<file path="config.mk">
export PLATFORM = sky130hd
export DESIGN_NAME = wb_resolve_unit
export DESIGN_NICKNAME = d
export VERILOG_FILES = /design/src/rtl/wb_resolve_unit.sv
export SDC_FILE = /design/constraint.sdc
export NUM_CORES = 1
export LEC_CHECK = 0
export BUFFER_PORTS_ARGS = -buffer_cell sky130_fd_sc_hd__buf_2
export CORE_MARGIN = 4
export CORE_UTILIZATION = 31
export DETAILED_ROUTE_END_ITERATION = 7
export SYNTH_ARGS = -nofsm -noshare
export SYNTH_HDL_FRONTEND = slang
export SYNTH_SLANG_ARGS = --single-unit
</file>
<file path="constraint.sdc">
create_clock -name clk -period 10.8 [get_ports clk]
set_input_delay 1.62 -clock clk [delete_from_list [all_inputs] [get_ports clk]]
set_output_delay 1.62 -clock clk [all_outputs]
set_load 0.01 [all_outputs]
</file>
<file path="src/rtl/wb_resolve_unit.sv">
// Writeback and branch-resolution stage for the pipelined LC-3b-style core.
// Commits one instruction per cycle. Produces the registered register-file
// write and owns the NZP condition codes. Resolves BR/JMP/TRAP into a
// registered fetch redirect, and queues BTB updates in a small FIFO.
module wb_resolve_unit #(
  parameter int WIDTH         = 16,
  parameter int REG_BITS      = 3,
  parameter int DEPTH         = 4,
  parameter int UPD_NOT_TAKEN = 1
) (
  input  logic                       clk,
  input  logic                       reset,
  input  logic                       in_valid,
  output logic                       in_ready,
  input  logic                       ins_is_br,
  input  logic                       ins_is_jmp,
  input  logic                       ins_is_trap,
  input  logic                       ins_load_cc,
  input  logic                       ins_load_reg,
  input  logic [2:0]                 ins_nzp,
  input  logic [REG_BITS-1:0]        ins_dest,
  input  logic [WIDTH-1:0]           ins_pc,
  input  logic [WIDTH-1:0]           ins_target,
  input  logic [WIDTH-1:0]           ins_result,
  output logic                       rf_we,
  output logic [REG_BITS-1:0]        rf_dest,
  output logic [WIDTH-1:0]           rf_data,
  output logic [2:0]                 cc_out,
  output logic                       redirect_valid,
  output logic [WIDTH-1:0]           redirect_pc,
  output logic                       upd_valid,
  input  logic                       upd_ready,
  output logic [WIDTH-1:0]           upd_pc,
  output logic [WIDTH-1:0]           upd_target,
  output logic                       upd_taken,
  output logic [$clog2(DEPTH):0]     upd_count
);

  localparam int                 PTR_W    = $clog2(DEPTH);
  localparam int                 CNT_W    = PTR_W + 1;
  localparam logic [CNT_W-1:0]   FULL_CNT = CNT_W'(DEPTH);
  localparam logic               NT_EN    = (UPD_NOT_TAKEN != 0);

  // NZP encoding of a writeback value: sign bit first, then zero, else positive.
  function automatic logic [2:0] f_cc(input logic [WIDTH-1:0] v);
    logic [2:0] cc;
    if (v[WIDTH-1]) begin
      cc = 3'b100;
    end else if (v == {WIDTH{1'b0}}) begin
      cc = 3'b010;
    end else begin
      cc = 3'b001;
    end
    return cc;
  endfunction

  // Architectural state
  logic [2:0]          r_cc;
  logic                r_rf_we;
  logic [REG_BITS-1:0] r_rf_dest;
  logic [WIDTH-1:0]    r_rf_data;
  logic                r_redir_valid;
  logic [WIDTH-1:0]    r_redir_pc;

  // Update FIFO storage and bookkeeping
  logic [WIDTH-1:0]    r_mem_pc  [DEPTH];
  logic [WIDTH-1:0]    r_mem_tgt [DEPTH];
  logic                r_mem_tk  [DEPTH];
  logic [PTR_W-1:0]    r_wr_ptr;
  logic [PTR_W-1:0]    r_rd_ptr;
  logic [CNT_W-1:0]    r_count;

  // Combinational decode
  logic                w_commit;
  logic                w_taken;
  logic                w_redirect;
  logic                w_push;
  logic                w_pop;
  logic                w_entry_taken;
  logic                w_upd_valid;
  logic [CNT_W-1:0]    w_count_nxt;
  logic [WIDTH-1:0]    w_redir_pc_nxt;

  // Ready depends only on registered occupancy, never on upd_ready.
  assign in_ready      = (r_count != FULL_CNT);
  assign w_commit      = in_valid & in_ready;
  // Branch resolution uses the CC as it stands before this commit.
  assign w_taken       = ins_is_br & (|(ins_nzp & r_cc));
  assign w_redirect    = ins_is_trap | ins_is_jmp | w_taken;
  assign w_entry_taken = ins_is_jmp | w_taken;
  assign w_push        = w_commit & ~ins_is_trap &
                         (ins_is_jmp | (ins_is_br & (w_taken | NT_EN)));
  assign w_upd_valid   = (r_count != {CNT_W{1'b0}});
  assign w_pop         = w_upd_valid & upd_ready;

  // Occupancy next-state: push and pop together leave the count unchanged.
  always_comb begin
    w_count_nxt = r_count;
    case ({w_push, w_pop})
      2'b10:   w_count_nxt = r_count + CNT_W'(1);
      2'b01:   w_count_nxt = r_count - CNT_W'(1);
      default: w_count_nxt = r_count;
    endcase
  end

  // Redirect target selection: trap vector wins over any computed target.
  always_comb begin
    w_redir_pc_nxt = r_redir_pc;
    if (ins_is_trap) begin
      w_redir_pc_nxt = ins_result;
    end else begin
      w_redir_pc_nxt = ins_target;
    end
  end

  // Writeback, condition codes and redirect registers.
  always_ff @(posedge clk or posedge reset) begin
    if (reset) begin
      r_cc          <= 3'b010;
      r_rf_we       <= 1'b0;
      r_rf_dest     <= {REG_BITS{1'b0}};
      r_rf_data     <= {WIDTH{1'b0}};
      r_redir_valid <= 1'b0;
      r_redir_pc    <= {WIDTH{1'b0}};
    end else begin
      r_rf_we       <= w_commit & ins_load_reg;
      r_redir_valid <= w_commit & w_redirect;
      if (w_commit & ins_load_reg) begin
        r_rf_dest <= ins_dest;
        r_rf_data <= ins_result;
      end
      if (w_commit & ins_load_cc) begin
        r_cc <= f_cc(ins_result);
      end
      if (w_commit & w_redirect) begin
        r_redir_pc <= w_redir_pc_nxt;
      end
    end
  end

  // FIFO storage writes and pointer/occupancy updates; reset drops all entries.
  always_ff @(posedge clk or posedge reset) begin
    if (reset) begin
      for (int i = 0; i < DEPTH; i++) begin
        r_mem_pc[i]  <= {WIDTH{1'b0}};
        r_mem_tgt[i] <= {WIDTH{1'b0}};
        r_mem_tk[i]  <= 1'b0;
      end
      r_wr_ptr <= {PTR_W{1'b0}};
      r_rd_ptr <= {PTR_W{1'b0}};
      r_count  <= {CNT_W{1'b0}};
    end else begin
      if (w_push) begin
        r_mem_pc[r_wr_ptr]  <= ins_pc;
        r_mem_tgt[r_wr_ptr] <= ins_target;
        r_mem_tk[r_wr_ptr]  <= w_entry_taken;
        r_wr_ptr            <= r_wr_ptr + PTR_W'(1);
      end
      if (w_pop) begin
        r_rd_ptr <= r_rd_ptr + PTR_W'(1);
      end
      r_count <= w_count_nxt;
    end
  end

  assign rf_we          = r_rf_we;
  assign rf_dest        = r_rf_dest;
  assign rf_data        = r_rf_data;
  assign cc_out         = r_cc;
  assign redirect_valid = r_redir_valid;
  assign redirect_pc    = r_redir_pc;
  assign upd_valid      = w_upd_valid;
  assign upd_count      = r_count;
  // Head fields come straight from storage and read as zero while empty.
  assign upd_pc         = w_upd_valid ? r_mem_pc[r_rd_ptr]  : {WIDTH{1'b0}};
  assign upd_target     = w_upd_valid ? r_mem_tgt[r_rd_ptr] : {WIDTH{1'b0}};
  assign upd_taken      = w_upd_valid ? r_mem_tk[r_rd_ptr]  : 1'b0;

endmodule

</file>
==> results of run 1 <==
## Yosys cell counts, drive strengths merged, types with 2 or more instances
cell type,number
and2,35
buf,24
clkbuf,8
dfrtp,178
ha,5
inv,10
mux2,180
mux2i,2
mux4,33
nand2,8
nand4,5
nor2,2
nor4,4
o21ai,5
xnor2,3
xor2,3
## worst min path at each step
| stage | from | to | slack, ps | cells after the start |
|---|---|---|---|---|
| global placement | r_mem_tk[3] | r_mem_tk[3] | 460 | 2 |
| CTS | r_mem_tk[0] | r_mem_tk[0] | 490 | 2 |
| detailed placement | r_mem_tk[0] | r_mem_tk[0] | 470 | 2 |
| finish | r_mem_tk[0] | r_mem_tk[0] | 480 | 2 |
| floorplan | r_mem_tk[1] | r_mem_tk[1] | 440 | 2 |
| global route | r_mem_tgt[21] | r_mem_tgt[21] | 510 | 1 |
## layout by cell type (no fill, tap or decap), types with 2 or more instances in the layout
| master | netlist | layout |
|---|---|---|
| xor2_1 | 3 | 3 |
| mux2_4 | 9 | 9 |
| buf_4 | 4 | 4 |
| clkbuf_8 | 0 | 2 |
| nand2_1 | 8 | 8 |
| buf_2 | 17 | 140 |
| bufinv_16 | 0 | 6 |
| dfrtp_2 | 0 | 2 |
| nor4_1 | 4 | 4 |
| clkbuf_16 | 0 | 17 |
| and2_1 | 34 | 34 |
| inv_1 | 10 | 9 |
| clkinv_2 | 0 | 2 |
| mux2i_1 | 2 | 2 |
| mux2_2 | 163 | 163 |
| mux4_2 | 33 | 33 |
| nand4_4 | 4 | 4 |
| clkinvlp_4 | 0 | 3 |
| ha_1 | 5 | 5 |
| mux2_1 | 8 | 8 |
| xnor2_1 | 3 | 3 |
| clkinv_4 | 0 | 3 |
| o21ai_0 | 5 | 5 |
| dfrtp_1 | 178 | 176 |
| nor2_1 | 2 | 2 |
## stage by stage
step           utilization  cell area (sq um)  hold slack (ps)  std cells
2_1_floorplan            -               8140              445        516
3_3_place_gp         0.352               9120              458        963
3_5_place_dp         0.352               9120              473        963
4_1_cts              0.378               9800              488        995
5_1_grt              0.378               9800              509        995
6_report             0.378               9800              485        996
## area by class of cell
| class | instances | area share |
|---|---|---|
| Tap cell | 335 | 0.0428 |
| Inverter | 10 | 0.00434 |
| Clock buffer | 19 | 0.0462 |
| Sequential cell | 179 | 0.457 |
| Multi-Input combinational cell | 295 | 0.351 |
| Antenna cell | 1 | 0.000255 |
| Timing Repair Buffer | 144 | 0.0745 |
| Clock inverter | 13 | 0.0235 |
## flip-flops by register name, indices dropped and copies added, names as in the netlist
| signal | count |
|---|---|
| cc_out | 3 |
| r_mem_pc | 64 |
| r_mem_tgt | 64 |
| r_mem_tk | 4 |
| r_rd_ptr | 2 |
| r_wr_ptr | 2 |
| redirect_pc | 16 |
| redirect_valid | 1 |
| rf_data | 16 |
| rf_dest | 3 |
| rf_we | 1 |
| upd_count | 3 |
## cell families (layout without fill, tap and decap cells)
logic type               count (synthesis)  after routing
buffers and inverters                   42            186
flip-flops                             179            179
XOR/XNOR                                 6              6
AO/OA/AOI/OAI                            9              9
multiplexers                           215            215
other                                    0              1
adder cells (fa/ha/maj)                  6              6
AND/OR/NAND/NOR                         59             59
## worst reg2reg max path, stage by stage, from the launching register on
cell     delay, ps
dfrtp_1        440
or3b_1         610
and3_1         320
inv_1           80
ha_1           180
inv_1           60
fa_1           370
xor2_1         150
nor2_1         110
xor2_1         160
## power breakdown
group,switching [uW],internal (uW),leakage (uW)
Combinational,483,660,0.00193
Clock,258,446,0.000325
Sequential,178,979,0.00216
## routing by layer
layer | vias to the layer above | routed length (um)
li1 | 2136 | -
met2 | 78 | 9150
met4 | 6 | 308
met5 | - | 35
met1 | 2457 | 7990
met3 | 21 | 898
==> impl_metrics.json, run 1 <==
{
  "outcome": "completed",
  "finalHoldViolCount": 0,
  "synth-seq-area-share": 0.550,
  "die_w_um": 170,
  "path_cells": "buf_4, mux4_2, and2_1, buf_2",
  "multiInputGateArea_sq_mm": 0.00344,
  "grt.overflow.total": 0,
  "cp_slowest_cell": "mux4_2",
  "setup-tns-final_ps": 0,
  "slowest_delay_ps": 600,
  "final_nets": 716,
  "p_leak_uw": 0.00441,
  "reg2reg_depth": 9,
  "area_growth_pct": 20.4,
  "dr.pass1.iters": 4,
  "grt_pass1_vias": 5065,
  "crit_family": "buffers and inverters",
  "cts_buffers": 17,
  "critPathCapture": "upd_target[4]",
  "max_freq_ghz": 0.255,
  "drive_above_1_share": 0.594,
  "vias": 4698,
  "top_usage_layer": "met2",
  "cts_hold_buf": 0,
  "crit_required_ps": 9180,
  "synth_compound_area_frac": 0.00922,
  "grt_pass1_wl_mm": 29.6,
  "gp_congestion": 0.714,
  "async_reset_ff_frac": 1.00,
  "regArea_sq_mm": 0.00448,
  "crit_cells": 4,
  "syn_inst": 516,
  "dieArea_sq_mm": 0.0289,
  "worst_skew_pair.late_latency_ps": 420,
  "fin_ws_ps": 6880,
  "cap_violations": 0,
  "setup_viol": 0,
  "yosys_warnings": 0,
  "grt.met3_usage": 0.0386,
  "drc": 0,
  "r2r-end": "upd_count[2]",
  "die_h_um": 170,
  "ioPinCount": 141,
  "critical_path_arrival_ps": 2300,
  "synth_cell_types": 35,
  "grt_max_degree": 68,
  "ys.flop_type": "dfrtp_1",
  "syn_nets": 585,
  "maxSlewViolCount": 0,
  "synth_top_cell_area_share": 0.547,
  "synth_edf_count": 0,
  "ir_worst_vdd_mv": 0.107,
  "core-area_sq_mm": 0.0259,
  "synth_xor_area_frac": 0.00646,
  "cts_tree": "yes",
  "cts_setup_buffers": 0,
  "gr-usage-met2": 0.218,
  "antenna_found_initial": 3,
  "path_buf_inv": 2,
  "end_kind": "primary output",
  "crit_path_start": "r_rd_ptr[0]",
  "synthesis.area_sq_mm": 0.00814,
  "avgSynthCellArea_sq_um": 15.8,
  "dpl.hpwl_mm": 12.3,
  "timing.rr.start": "upd_count[0]",
  "rsz0062_at_grt": "false",
  "startpoint_type": "register",
  "viasPerCell": 4.72,
  "power_uw": 3000,
  "synth_top_family_by_area": "multiplexers",
  "clock-sinks": 179,
  "worst-slew-pin-transition_ps": 1050,
  "synthAdderAreaFrac": 0.0101,
  "drt_wl_total_mm": 18.4,
  "synth_top_area_cell": "dfrtp_1",
  "power_density_mw_per_mm2": 306,
  "fin_crit_sh": 0.363,
  "critPathKind": "reg2out",
  "fill_cells": 2459,
  "clock_skew_ps": 8.49,
  "postRouteAntennaNets": 0,
  "first_iter_violations": 173,
  "cts_root_buf": "clkbuf_16",
  "rows": 59,
  "clockBufferDepth": 2,
  "use_met1": 0.168,
  "h-tree-depth": 4,
  "hp-class": "reg2reg",
  "yosys.area_share.simple": 0.0501,
  "muxShareOfSynthArea": 0.347,
  "initial_core_util": 0.314,
  "io_buffers": 140,
  "synth_area_leaders": "dfrtp_1 55%, mux2_2 23%, mux4_2 9.1%",
  "preCtsSetupSlack_ps": 7040,
  "max-slew-margin-rel": 0.297,
  "path_clk_slew_ps": 60,
  "wl_per_cell_um": 18.5,
  "synth-seq-cells": 179,
  "r2r_slack_ps": 8240,
  "crit_fanout": 35,
  "globalRouteTotalUtil": 0.132,
  "fin_crit_ps": 3920,
  "post_cts_resized": 0
}
No activity file was read; power rests on OpenSTA's default activity.
==> inputs of run 2 (changes only) <==
==> constraint.sdc (replaced) <==
create_clock -name clk -period 3.89 [get_ports clk]
set_input_delay 0.5835 -clock clk [delete_from_list [all_inputs] [get_ports clk]]
set_output_delay 0.5835 -clock clk [all_outputs]
set_load 0.01 [all_outputs]
==> run 2 against run 1 <==
Net effect:
- die area did not move
- routed wire length fell by 0.67%
- setup slack got worse by 6000 ps
- core utilization barely moved
- worst hold slack got worse by 100 ps
- via count fell by 2.2%
- critical path depth did not move
==> impl_metrics.json, run 2 (synthesized netlist as in run 1, its figures left out) <==
{
  "crit_fanout": 19,
  "final_cell_mix": "176 x dfrtp_1, 163 x mux2_2, 140 x buf_2",
  "die_h_um": 170,
  "vias": 4595,
  "critPathKind": "reg2out",
  "p_switching_uw": 2620,
  "grt_pass1_vias": 5040,
  "core-area_sq_mm": 0.0259,
  "hp-class": "in2async",
  "dieArea_sq_mm": 0.0289,
  "final_nets": 718,
  "cap_violations": 0,
  "antenna_found_initial": 1,
  "power_uw": 8170,
  "power_density_mw_per_mm2": 834,
  "timing.rr.start": "upd_count[0]",
  "crit_required_ps": 3310,
  "outcome": "completed",
  "max-slew-margin-rel": 0.320,
  "dpl-instance-area_sq_mm": 0.00918,
  "die_w_um": 170,
  "finalHoldViolCount": 0,
  "grt_max_degree": 56,
  "drive_above_1_share": 0.595,
  "globalRouteTotalUtil": 0.131,
  "max_freq_ghz": 0.336,
  "cts_buffers": 17,
  "fin_crit_sh": 0.765,
  "gp_congestion": 0.701,
  "io_buffers": 140,
  "post_cts_resized": 0,
  "wl_per_cell_um": 18.3,
  "rows": 59,
  "cts_root_buf": "clkbuf_16",
  "grt.overflow.total": 0,
  "diodes": 0,
  "cts_setup_buffers": 0,
  "seqPwrFrac": 0.399,
  "ioPinCount": 141,
  "initial_core_util": 0.314,
  "clockBufferDepth": 2,
  "setup_viol": 0,
  "clock-sinks": 179,
  "maxSlewViolCount": 0,
  "final_area_sq_mm": 0.00980,
  "postRouteAntennaNets": 0,
  "r2r_slack_ps": 1350,
  "worst-slew-pin-transition_ps": 1020,
  "startpoint_type": "register",
  "r2r-end": "upd_count[2]",
  "netSwitchingFraction": 0.321,
  "fin_crit_ps": 2980,
  "fill_cells": 2467,
  "end_kind": "primary output",
  "reg2reg_depth": 9,
  "ir_worst_vdd_mv": 0.371,
  "dr.pass1.iters": 4,
  "grt_pass1_wl_mm": 29.4,
  "path_clk_slew_ps": 70,
  "dpl.hpwl_mm": 11.9,
  "cts_tree": "yes",
  "first_iter_violations": 202,
  "worst_skew_pair.late_latency_ps": 420,
  "critical_path_arrival_ps": 2390,
  "viasPerCell": 4.61,
  "setup-tns-final_ps": 0,
  "rsz0062_at_grt": "false",
  "h-tree-depth": 4,
  "p_comb_frac": 0.383,
  "holdWs_ps": 382,
  "area_growth_pct": 20.4,
  "p_leak_uw": 0.00440,
  "clock_skew_ps": 8.90,
  "clockPowerShare": 0.218,
  "drt_wl_total_mm": 18.3,
  "drc": 0,
  "cts_hold_buf": 0,
  "p_int_uw": 5550,
  "layout_commonest_cell": "dfrtp_1",
  "top_regs": "r_mem_pc x64, r_mem_tgt x64"
}
run 2: cell types whose count changed in the layout (fill, tap and decap cells not counted), sizes merged:
cell      previous run  this run
inv                  9        15
buf                144       146
bufinv               6         2
clkinvlp             3         4
clkinv               5         4
diode                1         0
clkbuf              19        17
run 2: metrics by stage:
stage,util,cells,setup WS (ps)
after floorplan,-,516,1010
final,0.378,997,915
after global routing,0.378,997,756
after global placement,0.354,965,1180
after detailed placement,0.354,965,1130
after CTS,0.378,997,836
run 2: area by class of cell:
type	instances	area, sq um	area share
Tap cell	335	419	0.0428
Timing Repair Buffer	146	796	0.0812
Clock buffer	17	425	0.0434
Sequential cell	179	4480	0.457
Clock inverter	15	193	0.0197
Inverter	10	41.3	0.00421
Multi-Input combinational cell	295	3440	0.351
run 2: worst max-delay path by stage:
stage	from	slack, ps	endpoint
6_report	r_rd_ptr[0]	910	upd_pc[15]
5_1_grt	r_rd_ptr[0]	760	upd_pc[15]
4_1_cts	r_rd_ptr[0]	840	upd_pc[15]
3_5_place_dp	ins_is_trap	1130	r_mem_tgt[7]
3_3_place_gp	ins_is_trap	1180	r_mem_tgt[16]
2_1_floorplan	reset	1010	cc_out[0]
run 2: power groups by stage:
stage	combinational, uW	clock [uW]	sequential (uW)
3_5_place_dp	3200	0	3300
2_1_floorplan	2290	0	3120
6_report	3130	1780	3260
5_1_grt	3440	1920	3390
4_1_cts	3210	1840	3270
3_3_place_gp	3150	0	3290
run 2: critical path, stage by stage (launching register included):
cell and delay [ps]:
dfrtp_2 810, buf_12 290, mux4_2 550, and2_1 180
buf_2 140
run 2: per-layer routing:
layer | global-route usage | part of all wire
met2 | 0.217 | 0.50
met4 | 0.0333 | 0.0091
met5 | 0 | 0.00071
met1 | 0.172 | 0.46
met3 | 0.0334 | 0.039
==> inputs of run 3 (changes only) <==
==> constraint.sdc (replaced) <==
create_clock -name clk -period 2.67 [get_ports clk]
set_input_delay 0.4005 -clock clk [delete_from_list [all_inputs] [get_ports clk]]
set_output_delay 0.4005 -clock clk [all_outputs]
set_load 0.01 [all_outputs]
==> run 3 against run 2 <==
Net effect:
- clock power increased by 38%
- highest routed layer is now met4
- non-clock buffer count increased by 13
- final cell count increased by 1.3%
==> impl_metrics.json, run 3 (synthesized netlist as in run 1, its figures left out) <==
{
  "startpoint_type": "register",
  "first_iter_violations": 175,
  "core-area_sq_mm": 0.0259,
  "dpl-instance-area_sq_mm": 0.00926,
  "drt_wl_total_mm": 18.3,
  "cts_setup_buffers": 0,
  "dieArea_sq_mm": 0.0289,
  "critPathKind": "reg2out",
  "grt_pass1_wl_mm": 29.9,
  "worst-slew-pin-transition_ps": 1060,
  "finalNonFillerCells": 1010,
  "clockBufferDepth": 2,
  "max-slew-margin-rel": 0.294,
  "multiInputGateArea_sq_mm": 0.00344,
  "crit_family": "flip-flops",
  "max_freq_ghz": 0.389,
  "fin_crit_ps": 2570,
  "rows": 59,
  "path_buf_inv": 2,
  "end_kind": "primary output",
  "fill_cells": 2487,
  "power_uw": 11800,
  "grt_pass1_vias": 5244,
  "die_w_um": 170,
  "power_density_mw_per_mm2": 1200,
  "final_cell_mix": "176 x dfrtp_1, 163 x mux2_2, 140 x buf_2",
  "final_nets": 731,
  "finalHoldViolCount": 0,
  "wl_per_cell_um": 18.1,
  "drive_above_1_share": 0.599,
  "worst_skew_pair.late_latency_ps": 420,
  "crit_fanout": 20,
  "io_buffers": 140,
  "final_area_sq_mm": 0.00985,
  "clock-sinks": 179,
  "cp_slowest_cell": "dfrtp_2",
  "rsz0062_at_grt": "false",
  "postRouteAntennaNets": 0,
  "diodes": 0,
  "top_regs": "r_mem_pc x64, r_mem_tgt x64",
  "vias": 4769,
  "grt_max_degree": 81,
  "regArea_sq_mm": 0.00448,
  "dr.pass1.iters": 6,
  "area_growth_pct": 21.1,
  "antenna_found_initial": 0,
  "crit_required_ps": 2270,
  "setup_viol": 0,
  "fin_crit_sh": 0.962,
  "globalRouteTotalUtil": 0.132,
  "dpl.hpwl_mm": 12.6,
  "clock_skew_ps": 9.99,
  "outcome": "completed",
  "cap_violations": 0,
  "cts_buffers": 17,
  "die_h_um": 170,
  "maxSlewViolCount": 0,
  "cts_root_buf": "clkbuf_16",
  "hp-class": "in2reg",
  "path_cells": "buf_4, mux4_2, and2_1, buf_2",
  "viasPerCell": 4.72,
  "h-tree-depth": 4,
  "setup-tns-final_ps": 0,
  "gp_congestion": 0.763,
  "drc": 0,
  "slowest_delay_ps": 800,
  "initial_core_util": 0.314,
  "p_leak_uw": 0.00444,
  "ioPinCount": 141,
  "path_clk_slew_ps": 70,
  "dp.cells": 977,
  "ir_worst_vdd_mv": 0.447,
  "grt.overflow.total": 0,
  "critical_path_arrival_ps": 2170,
  "layout_commonest_cell": "dfrtp_1",
  "cts_tree": "yes"
}
[run 3: changes by cell type in the layout (fill, tap and decap cells not counted), sizes merged]
cell         previous run  this run
bufinv                  2         1
dlygate4sd3             0         1
clkinvlp                4         3
buf                   146       158
inv                    15        11
clkbuf                 17        21
clkinv                  4         6
[run 3: cell type report]
cell class / count / share of cell area
multi-input combinational: 295 / 0.349
clock inverter: 11 / 0.0127
timing repair buffer: 159 / 0.0896
inverter: 10 / 0.00419
clock buffer: 21 / 0.0467
tap: 335 / 0.0425
sequential: 179 / 0.455
[run 3: metal layers]
layer	GRT usage	wire length, um	share of wire
met4	0.0375	196	0.011
met3	0.0260	544	0.030
met1	0.179	8520	0.47
met2	0.216	9050	0.49
met5	0	0	0
[run 3: per-stage QoR]
stage / utilization / hold slack [ps] / setup slack [ps]
after floorplan: - / 445 / -24.3
after global placement: 0.357 / 344 / 276
after detailed placement: 0.357 / 348 / 272
after CTS: 0.380 / 180 / 64.1
after global routing: 0.380 / 197 / 14.6
final: 0.380 / 208 / 101
[run 3: what timing repair did]
| item | in CTS | in global routing |
|---|---|---|
| hold endpoints to repair | 5 | 0 |
| hold buffers | 1 | 0 |
| resized for setup | 0 | 0 |
[run 3: final timing paths]
path                        startpoint         endpoint  slack (ps)  cells after the start
setup / recovery           r_rd_ptr[1]        upd_pc[6]         100                      4
hold / removal             ins_dest[1]       rf_dest[1]         210                      2
setup reg to reg             cc_out[0]  redirect_pc[12]         430                      4
max in group asynchronous        reset     r_mem_pc[37]        1510                      4
min in group asynchronous        reset       rf_data[1]         450                      3
hold reg to reg            r_mem_tk[3]      r_mem_tk[3]         480                      2
[run 3: power by group]
group	internal, uW	total, uW	leakage, uW	switching (uW)
Sequential	3960	4630	0.00216	669
Clock	1360	2460	0.000279	1100
Combinational	2730	4690	0.00200	1970
Total	8050	11800	0.00444	3740
